--- src/rtl/down_counter_timer_if.sv ---
// Control/status bundle for down_counter_timer: load/start/stop/tick requests in,
// registered count, busy and terminal-count pulse out.
interface down_counter_timer_if #(
    parameter int N = 8
);
    logic         load;
    logic [N-1:0] load_value;
    logic         start;
    logic         stop;
    logic         enable;
    logic [N-1:0] Q;
    logic         busy;
    logic         done;

    modport master (
        output load, load_value, start, stop, enable,
        input  Q, busy, done
    );

    modport slave (
        input  load, load_value, start, stop, enable,
        output Q, busy, done
    );
endinterface

--- src/rtl/down_counter_timer.sv ---
// Loadable down-counting timer with start/stop and a one-cycle terminal-count pulse.
// Define DOWN_COUNTER_TIMER_AUTO_RELOAD_EN to reload from reload_reg at terminal count.
module down_counter_timer #(
    parameter int N = 8
) (
    input  logic               clk,
    input  logic               rst,
    down_counter_timer_if.slave bus
);
    typedef enum logic [1:0] {
        IDLE  = 2'd0,
        RUN   = 2'd1,
        PAUSE = 2'd2
    } state_t;

    state_t       state, state_nxt;
    logic [N-1:0] q, q_nxt;
    logic [N-1:0] reload_reg, reload_nxt;
    logic         busy_q, done_q, done_nxt;
    logic         at_terminal;

    // Q=0 can only reach RUN via a zero load during PAUSE; treat it as terminal
    // so the counter can never stick in RUN.
    assign at_terminal = (q <= N'(1));

    always_comb begin
        state_nxt  = state;
        q_nxt      = q;
        reload_nxt = reload_reg;
        done_nxt   = 1'b0;

        if (bus.load) begin
            q_nxt      = bus.load_value;
            reload_nxt = bus.load_value;
            if (state == RUN && bus.load_value == '0) begin
                state_nxt = IDLE;
                done_nxt  = 1'b1;
            end
        end else begin
            unique case (state)
                IDLE: begin
                    if (bus.start) begin
                        if (q != '0) state_nxt = RUN;
                        else         done_nxt  = 1'b1;
                    end
                end
                RUN: begin
                    if (bus.stop) begin
                        state_nxt = PAUSE;
                    end else if (bus.enable) begin
                        if (!at_terminal) begin
                            q_nxt = q - N'(1);
                        end else begin
                            done_nxt = 1'b1;
`ifdef DOWN_COUNTER_TIMER_AUTO_RELOAD_EN
                            q_nxt     = reload_reg;
`else
                            q_nxt     = '0;
                            state_nxt = IDLE;
`endif
                        end
                    end
                end
                PAUSE: begin
                    if (bus.start && !bus.stop) state_nxt = RUN;
                end
                default: state_nxt = IDLE;
            endcase
        end
    end

    always_ff @(posedge clk or negedge rst) begin
        if (!rst) begin
            state      <= IDLE;
            q          <= '0;
            reload_reg <= '0;
            busy_q     <= 1'b0;
            done_q     <= 1'b0;
        end else begin
            state      <= state_nxt;
            q          <= q_nxt;
            reload_reg <= reload_nxt;
            busy_q     <= (state_nxt != IDLE);
            done_q     <= done_nxt;
        end
    end

    assign bus.Q    = q;
    assign bus.busy = busy_q;
    assign bus.done = done_q;
endmodule

--- src/flat_wrapper.sv ---
// flat-port wrapper written by rule: the top's interface ports become plain ports
module down_counter_timer_flat 
#(
    parameter int N = 8
)
  (clk, rst, bus_load, bus_load_value, bus_start, bus_stop, bus_enable, bus_Q, bus_busy, bus_done);
  down_counter_timer_if #(.N(N)) bus_i ();
  input  logic clk;
  input  logic rst;
  input wire logic [$bits(bus_i.load)-1:0] bus_load;
  input wire logic [$bits(bus_i.load_value)-1:0] bus_load_value;
  input wire logic [$bits(bus_i.start)-1:0] bus_start;
  input wire logic [$bits(bus_i.stop)-1:0] bus_stop;
  input wire logic [$bits(bus_i.enable)-1:0] bus_enable;
  output wire logic [$bits(bus_i.Q)-1:0] bus_Q;
  output wire logic [$bits(bus_i.busy)-1:0] bus_busy;
  output wire logic [$bits(bus_i.done)-1:0] bus_done;
  assign bus_i.load = bus_load;
  assign bus_i.load_value = bus_load_value;
  assign bus_i.start = bus_start;
  assign bus_i.stop = bus_stop;
  assign bus_i.enable = bus_enable;
  assign bus_Q = bus_i.Q;
  assign bus_busy = bus_i.busy;
  assign bus_done = bus_i.done;
  down_counter_timer #(.N(N)) u_core (.clk(clk), .rst(rst), .bus(bus_i));
endmodule
--- config.mk ---
export PLATFORM = sky130hd
export DESIGN_NAME = down_counter_timer_flat
export DESIGN_NICKNAME = d
export VERILOG_FILES = /design/src/rtl/down_counter_timer_if.sv /design/src/rtl/down_counter_timer.sv /design/src/flat_wrapper.sv
export SDC_FILE = /design/constraint.sdc
export NUM_CORES = 1
export LEC_CHECK = 0
export ABC_AREA = 1
export CAP_MARGIN = 20
export CORE_UTILIZATION = 40
export DETAILED_ROUTE_END_ITERATION = 6
export PLACE_DENSITY = 0.67
export SLEW_MARGIN = 20
export SYNTH_ARGS = -nofsm -noshare
export SYNTH_HDL_FRONTEND = slang
export SYNTH_SLANG_ARGS = --single-unit
--- constraint.sdc ---
create_clock -name clk -period 3.55 [get_ports clk]
set_input_delay 0.71 -clock clk [delete_from_list [all_inputs] [get_ports clk]]
set_output_delay 0.71 -clock clk [all_outputs]
set_load 0.01 [all_outputs]
* Yosys cells after proc, flatten, opt, wreduce, memory -nomap -nowiden *
Index checks and enable logic that the tools add are counted.

storage, ports and cells
  output and inout port bits = 10
  input bits = 14
  logic and storage cells = 41
  flip-flop bits (word level) = 12

operators by class
  $lt $le $gt $ge = 1
  reductions and logical operators = 10
  eq/ne operators = 3
  multiplexer cells = 22
  $add $sub $neg = 1

operators by type and width
  cell                                                            count
  two-way mux 8 bit                                               5
  two-way mux 2 bit                                               8
  less-or-equal comparator 8 x 1 -> 1 bit, second input constant  1
  logical NOT 8 bit                                               1
  nonzero test 8 bit                                              1
  subtractor 8 x 1 -> 8 bit, second input constant                1
  two-way mux 1 bit                                               7
  one-hot mux 2 bit (3 select lines)                              1
  nonzero test 2 bit                                              3
  AND reduction 3 bit                                             1
  == test 2 x 1 -> 1 bit, second input constant                   1
  == test 2 bit, second input constant                            1
  logical AND 1 bit                                               2
  logical NOT 2 bit                                               1
  != test 2 bit, second input constant                            1
  one-hot mux 1 bit (2 select lines)                              1
  logical NOT 1 bit                                               1

* Longest topological paths before layout *
Gate-level depths: netlist of run 1.

  depth in word-level cells = 7
  mapped depth = 9
  gate-level depth less buffers = 9

* Least setup slack after synthesis of run 1 *
No wires, ideal clock.

  path type = register to register
  start = reg u_core.q[0], in the netlist u_core.bus.Q[0]
  end = reg u_core.q[3], in the netlist u_core.bus.Q[3]
  cell stages (with the launch flop) = 8
  path buffers = 0
  clock period less this slack = 1.385 ns
  data arrival time = 1.308 ns
  slack = 2.165 ns
  library setup time = 0.076 ns
  required time = 3.474 ns
  path through = dfrtp_1 > inv_1 > ha_1 > o21ai_2 > nor2_4 > nor2_4 > nand2_1 > o21ai_1

on the way
  cells in the longest elaborated chain, start to end = 6
  elaborated cells on any way between the ends = 7
  classes of those cells = add/sub: 1; order compare: 1; mux: 5

ends and longest elaborated chain
  item                                                                                  RTL line                                            source
  from (decl)                                                                           down_counter_timer.sv:17                            logic [N-1:0] q, q_nxt;
  from (signal assigned)                                                                down_counter_timer.sv:81                            q <= q_nxt;
  subtractor 8 x 1 -> 8 bit or less-or-equal comparator 8 x 1 -> 1 bit (tied branches)  down_counter_timer.sv:52, down_counter_timer.sv:24
  two-way mux 8 bit (*)                                                                 down_counter_timer.sv:51                            if (!at_terminal) begin
  two-way mux 8 bit (*)                                                                 down_counter_timer.sv:50                            end else if (bus.enable) begin
  two-way mux 8 bit (*)                                                                 down_counter_timer.sv:48                            if (bus.stop) begin
  two-way mux 8 bit (*)                                                                 down_counter_timer.sv:40                            unique case (state)
  two-way mux 8 bit (*)                                                                 down_counter_timer.sv:32                            if (bus.load) begin

Every way passes the cells marked *; elsewhere a longest branch is shown, timed or not. The select of a mux whose other input is x is not followed.
A chain may end at the register's enable or synchronous reset.

* Final worst setup path of run 1 *
  start = reg u_core.q[2], in the netlist u_core.bus.Q[2]
  end = out bus_Q[2]

RTL lines
  item       RTL line            source
  to (decl)  flat_wrapper.sv:15  output wire logic [$bits(bus_i.Q)-1:0] bus_Q;

No word-level cell between the ends.

==> results of run 1 <==
## report_power, final
group / leakage, nW / internal, W / switching (W)
registers: 0.146 / 0.000165 / 0.0000339
clock network: 0.0210 / 0.0000624 / 0.0000500
logic: 0.411 / 0.000102 / 0.000125
total: 0.578 / 0.000330 / 0.000209
## cells by family (layout without fill, tap and decap cells)
group	after synthesis	after routing	share of synthesized area, %
simple gates	74	74	41.7
buf+inv	20	46	8.34
compound gates	15	15	12.0
flops	12	12	32.8
fa+ha+maj	3	3	4.10
xor+xnor	1	1	0.958
## per-stage QoR
step	hold WS, ns	setup WS (ns)	area [um2]	utilization (%)	total power, W
final	0.584	1.52	1210	58.7	0.000538
after global routing	0.620	1.44	1210	58.7	0.000577
after CTS	0.591	1.51	1210	58.7	0.000543
after detailed placement	0.567	1.30	1170	56.9	0.000429
after global placement	0.565	1.36	1170	56.9	0.000424
after floorplan	0.414	2.17	915	-	0.000337
## worst register-to-register path: cells and delay by family, from the launching register on
kind,cells,cell delay (ns)
adder cells (fa/ha/maj),1,0.26
flip-flops,1,0.46
buffers and inverters,1,0.10
AO/OA/AOI/OAI,2,0.32
AND/OR/NAND/NOR,3,0.36
## cells in the final DEF (no fill, tap or decap), types with 2 or more instances in the layout
cell type	instances
nand2_1	32
clkdlybuf4s50_1	23
inv_1	18
nand3_1	14
dfrtp_1	12
nor2_1	10
nand4_1	6
o21ai_1	5
nor2_4	4
a21boi_1	4
ha_1	3
clkbuf_4	3
nor3_1	2
o21ai_2	2
a22oi_2	2
## per-layer routing
metal | up-vias | part of all wire [%] | global-route usage, %
li1 | 459 | - | -
met1 | 414 | 46 | 25.3
met2 | 22 | 48 | 32.0
met3 | 2 | 4.7 | 6.17
met4 | 0 | 0.59 | 2.86
met5 | - | 0 | 0
## worst paths after layout
check,end,slack (ns),cells after the start
worst max-delay path,bus_Q[2],1.52,1
worst min-delay path,u_core.bus.Q[0],0.58,1
worst max register to register,u_core.bus.Q[1],1.97,7
worst min register to register,u_core.bus.Q[0],0.58,1
max in group asynchronous,u_core.bus.done,2.38,1
min in group asynchronous,u_core.bus.Q[0],0.80,1
## state kept, by name, summed over array words and instances (netlist names)
register and cells:
u_core.bus.Q 8, u_core.state 2, u_core.bus.busy 1, u_core.bus.done 1
## final cells by class
class                      instances  share of cell area [%]
clock buffer                       4                    3.00
inverter                          19                    5.89
multi-input combinational         93                    44.5
sequential                        12                    24.8
tap                               27                    2.79
timing repair buffer              23                    19.0
==> results.tsv, run 1 <==
stage	metric	value	unit
worst_setup_path	maximum fanout along the worst path	6	
worst_setup_path	Crit Path Class	flip-flop to primary output	
worst_setup_path	critical path arrival	1.32	ns
clock_network	Reg clk slew, reported paths	0.08	ns
sta	unrepaired setup endpoints after global routing	false	
worst_setup_path	element type at the critical path end	primary output	
yosys	Cells after Synth	125	
yosys	Yosys cell types	24	
sta	Post-Route Setup TNS	0	ns
power_and_ir_drop	PwrDens	445	nW/um2
grt	largest net degree at the start of global routing	14	
cells_and_area	post-route insts no fill	178	
min_path	worst hold-check path type	flip-flop to flip-flop	
route	wire per inst	12.4	um
cells_and_area	Layout area overhead	32.3	%
sta	final setup fails	0	
route	WL final	2210	um
clock_network	Resize count post-CTS	0	
grt	grt ovf	0	
grt	antenna violations before repair	0	
worst_setup_path	CP peak stage delay	0.58	ns
route	Via density	5.04	
die	core area	2060	um2
clock_network	Setup Buffers After CTS	0	
yosys	post-synthesis net count	142	
yosys	most common flop cell mapped by yosys	dfrtp_1	
die	starting density of the core	44.4	%
cells_and_area	Fill cells	203	
yosys	top cells by count, synth	nand2_1 (32), inv_1 (18), nand3_1 (14), dfrtp_1 (12), nor2_1 (10)	
worst_setup_path	Critical-path top delay cell	clkdlybuf4s50_1	
die	I/O pins	24	
clock_network	TritonCTS Sinks	12	
worst_setup_path	crit-path cells	clkdlybuf4s50_1	
sta	Max Clock Skew	0.00148	ns
clock_network	CTS buffer count	3	
sta	Final Hold Violating Endpoints	0	
clock_network	CTS tree	yes	
die	Die Area	2480	um2
sta	clock period minus worst slack	2.03	ns
sta	Tcrit/Tclk final	57.1	%
sta	Final Max Slew Viols	0	
yosys	synthesis warning total	0	
yosys	largest cells by area after synthesis	dfrtp_1 (33%), nand2_1 (13%), nand3_1 (7.7%), inv_1 (7.4%), nor2_4 (4.9%)	
yosys	EDFF count, synth	0	
run_status	outcome	complete, no violations	
worst_setup_path	reg2reg start	u_core.bus.Q[0]	
yosys	register area share after synthesis	32.8	%
job	max cap viols	0	
clock_network	root buf cell	clkbuf_4	
worst_setup_path	Crit path buffers/inverters	1	
route	DRC viols	0	
cells_and_area	area of the multi-input gates	538	um2
yosys	Async SR Flop Fraction	100	%
die	Die H	49.8	um
yosys	area of the mapped netlist	915	um2
clock_network	post-cts hold buffer count	0	
placement	RePlAce Congestion	0.851	
grt	All-Layer GR Usage	19.5	%
clock_network	# H-tree levels	1	
cells_and_area	share of layout cells above drive strength 1	11.3	%
cells_and_area	ant diodes	0	
grt	vias in the first global route	821	
cells_and_area	sequential cell area	300	um2
power_and_ir_drop	P_leak	0.578	nW
clock_network	clk_lat worst skew	0.28	ns
cells_and_area	nets	169	
worst_setup_path	CP required	2.84	ns
sta	Worst slew margin	58.4	%
route	Initial DRC Count	18	
yosys	leading area contributor after synthesis	dfrtp_1	
min_path	hold_sp	u_core.bus.Q[0]	
yosys	Mapped Avg Cell Area	7.32	um2
sta	Max Clk Rate	493	MHz
placement	DPL Wire Length	1760	um
die	width of the die	49.8	um
yosys	count leader, synth	nand2_1	
power_and_ir_drop	Max rail drop VDD	0.266	mV
sta	actual slew at the worst max-slew pin	0.623	ns
grt	first-pass GRT wire length	3660	um
placement	placed cell count	174	
yosys	Yosys top cell area share	32.8	%
yosys	Synth Register Bits	12	
route	Detail Route Antenna Nets	0	
route	Pre-antenna DRT Iters	4	
worst_setup_path	Setup crit start	u_core.bus.Q[2]	
clock_network	CTS Buffer Depth	2	
die	FP Rows	16	
worst_setup_path	cell family with most CP delay	buffers and inverters	
placement	Port-buffer cells	23	
worst_setup_path	CP startpoint kind	flip-flop	
route	routed via count	897	
(Power assumes the default switching activity.)
==> inputs of run 2 (changes only) <==
clock period = 1.9 ns   (was 3.55 ns; I/O delays follow)
==> run 2 against run 1 <==
Critical path depth unchanged. Cell area decreased by 0.52%. Sequential share of layout area increased by 0.13 points. Routed wire length decreased by 7.2%. Sequential power increased by 87%. Critical endpoint unchanged. Core utilization decreased by 0.30 points. Final cell count unchanged. Sequential cell count unchanged. Critical path type unchanged. Register-to-register slack got worse by 1.6 ns.
==> results.tsv, run 2 (synthesized netlist as in run 1, its figures left out) <==
stage	metric	value	unit	change
die	Die H	49.8	um	unchanged
route	wire per inst	11.5	um	was 12.4 um
sta	Max Clk Rate	598	MHz	
job	max cap viols	0		unchanged
worst_setup_path	crit-path cells	clkdlybuf4s50_1		unchanged
run_status	outcome	complete, no violations		unchanged
sta	unrepaired setup endpoints after global routing	false		unchanged
worst_setup_path	CP peak stage delay	0.58	ns	about the same
power_and_ir_drop	P_leak	0.575	nW	was 0.578 nW
clock_network	clk_lat worst skew	0.26	ns	was 0.28 ns
route	Pre-antenna DRT Iters	4		unchanged
worst_setup_path	Crit path buffers/inverters	1		unchanged
sta	Final Hold Violating Endpoints	0		unchanged
route	Detail Route Antenna Nets	0		unchanged
worst_setup_path	element type at the critical path end	primary output		unchanged
placement	RePlAce Congestion	0.828		was 0.851
route	Via density	5.13		was 5.04
worst_setup_path	CP required	1.52	ns	was 2.84 ns
route	Initial DRC Count	11		was 18
sta	Tcrit/Tclk final	88.1	%	
sta	final setup fails	0		unchanged
sta	Post-Route Setup TNS	0	ns	unchanged
route	Detail Route met2 WL	977	um	was 1070 um
grt	grt ovf	0		unchanged
worst_setup_path	maximum fanout along the worst path	6		unchanged
cells_and_area	Layout area overhead	31.6	%	was 32.3%
sta	Final Max Slew Viols	0		unchanged
cells_and_area	number of flip-flops under the largest register name	8		unchanged
route	DR top layer	met4		unchanged
cells_and_area	most common cell after layout, fill and taps aside	nand2_1		unchanged
clock_network	Setup Buffers After CTS	0		unchanged
route	DRC viols	0		unchanged
worst_setup_path	setup slack, reg-to-reg	0.41	ns	was 1.97 ns
grt	largest net degree at the start of global routing	13		was 14
placement	DPL Wire Length	1670	um	was 1760 um
grt	vias in the first global route	831		was 821
sta	clock period minus worst slack	1.67	ns	
cells_and_area	nets	170		was 169
worst_setup_path	CP startpoint kind	flip-flop		unchanged
clock_network	Reg clk slew, reported paths	0.08	ns	about the same
sta	Max Clock Skew	0.00217	ns	was 0.00148 ns
route	Routed met3 length	93	um	was 105 um
sta	Worst slew margin	62.0	%	was 58.4%
grt	first-pass GRT wire length	3570	um	was 3660 um
route	WL final	2050	um	was 2210 um
sta	actual slew at the worst max-slew pin	0.569	ns	was 0.623 ns
die	Die Area	2480	um2	unchanged
die	width of the die	49.8	um	unchanged
die	FP Rows	16		unchanged
die	I/O pins	24		unchanged
power_and_ir_drop	PwrDens	788	nW/um2	was 445 nW/um2
cells_and_area	share of layout cells above drive strength 1	11.3	%	unchanged
worst_setup_path	critical path arrival	1.29	ns	was 1.32 ns
clock_network	TritonCTS Sinks	12		unchanged
clock_network	root buf cell	clkbuf_4		unchanged
clock_network	CTS tree	yes		unchanged
placement	placed cell count	175		was 174
clock_network	Resize count post-CTS	0		unchanged
route	met1 wire length	972	um	was 1020 um
cells_and_area	commonest non-fill, non-tap cells in the layout	nand2_1 (32), clkdlybuf4s50_1 (23), inv_1 (18), nand3_1 (14), dfrtp_1 (12)		unchanged
worst_setup_path	reg2reg start	u_core.bus.Q[0]		unchanged
grt	antenna violations before repair	0		unchanged
worst_setup_path	cell family with most CP delay	buffers and inverters		unchanged
sta	Hold Slack	0.477	ns	was 0.584 ns
worst_setup_path	Reg2Reg Depth	7		unchanged
cells_and_area	post-route insts no fill	178		unchanged
worst_setup_path	Crit Path Class	flip-flop to primary output		unchanged
clock_network	post-cts hold buffer count	0		unchanged
worst_setup_path	Critical-path top delay cell	clkdlybuf4s50_1		unchanged
clock_network	CTS buffer count	3		unchanged
worst_setup_path	Worst R2R End	u_core.bus.Q[3]		was u_core.bus.Q[1]
clock_network	# H-tree levels	1		unchanged
placement	Port-buffer cells	23		unchanged
die	core area	2060	um2	unchanged
route	routed via count	913		was 897
cells_and_area	ant diodes	0		unchanged
die	starting density of the core	44.4	%	unchanged
min_path	worst hold-check path type	input pin to asynchronous set/reset pin		was flip-flop to flip-flop
grt	All-Layer GR Usage	19.2	%	was 19.5%
clock_network	CTS Buffer Depth	2		unchanged
power_and_ir_drop	Max rail drop VDD	0.580	mV	was 0.266 mV
run 2: cell types whose count changed in the layout (fill, tap and decap cells not counted):
cell / before / now
clkbuf_8: 1 / 0
buf_4: 0 / 1
run 2: layout make-up:
class | count | area (um2)
Sequential cell | 12 | 300
Multi-Input combinational cell | 93 | 538
Clock buffer | 3 | 22.5
Timing Repair Buffer | 24 | 238
Inverter | 19 | 71.3
Tap cell | 27 | 33.8
Fill cell | 194 | 858
run 2: per-stage QoR:
step	utilization, %	area (um2)	setup slack, ns	total power (W)
finish	58.4	1200	0.227	0.000949
detailed placement	57.3	1180	0.261	0.000799
floorplan	-	915	0.515	0.000630
global placement	57.3	1180	0.315	0.000792
CTS	58.4	1200	0.208	0.000958
global route	58.4	1200	0.178	0.00103
run 2: worst max path at each step:
stage | endpoint | cells past startpoint | slack [ns] | from
after CTS | bus_Q[2] | 1 | 0.21 | u_core.bus.Q[2]
after global placement | u_core.bus.busy | 6 | 0.31 | bus_load_value[1]
after detailed placement | u_core.bus.busy | 6 | 0.26 | bus_load_value[1]
after global routing | bus_Q[0] | 1 | 0.18 | u_core.bus.Q[0]
final | bus_Q[2] | 1 | 0.23 | u_core.bus.Q[2]
after floorplan | u_core.bus.Q[3] | 7 | 0.52 | u_core.bus.Q[0]
run 2: power breakdown:
part | total (W) | leakage, nW | switching, W | internal (W)
Clock | 0.000156 | 0.0138 | 0.0000827 | 0.0000731
Sequential | 0.000372 | 0.146 | 0.0000625 | 0.000309
Combinational | 0.000421 | 0.416 | 0.000229 | 0.000192
Total | 0.000949 | 0.575 | 0.000374 | 0.000574
run 2: routing by layer:
metal | GRT usage [%] | vias up
met3 | 4.32 | 2
met2 | 32.7 | 22
met5 | 0 | -
li1 | - | 468
met1 | 24.4 | 421
met4 | 4.29 | 0
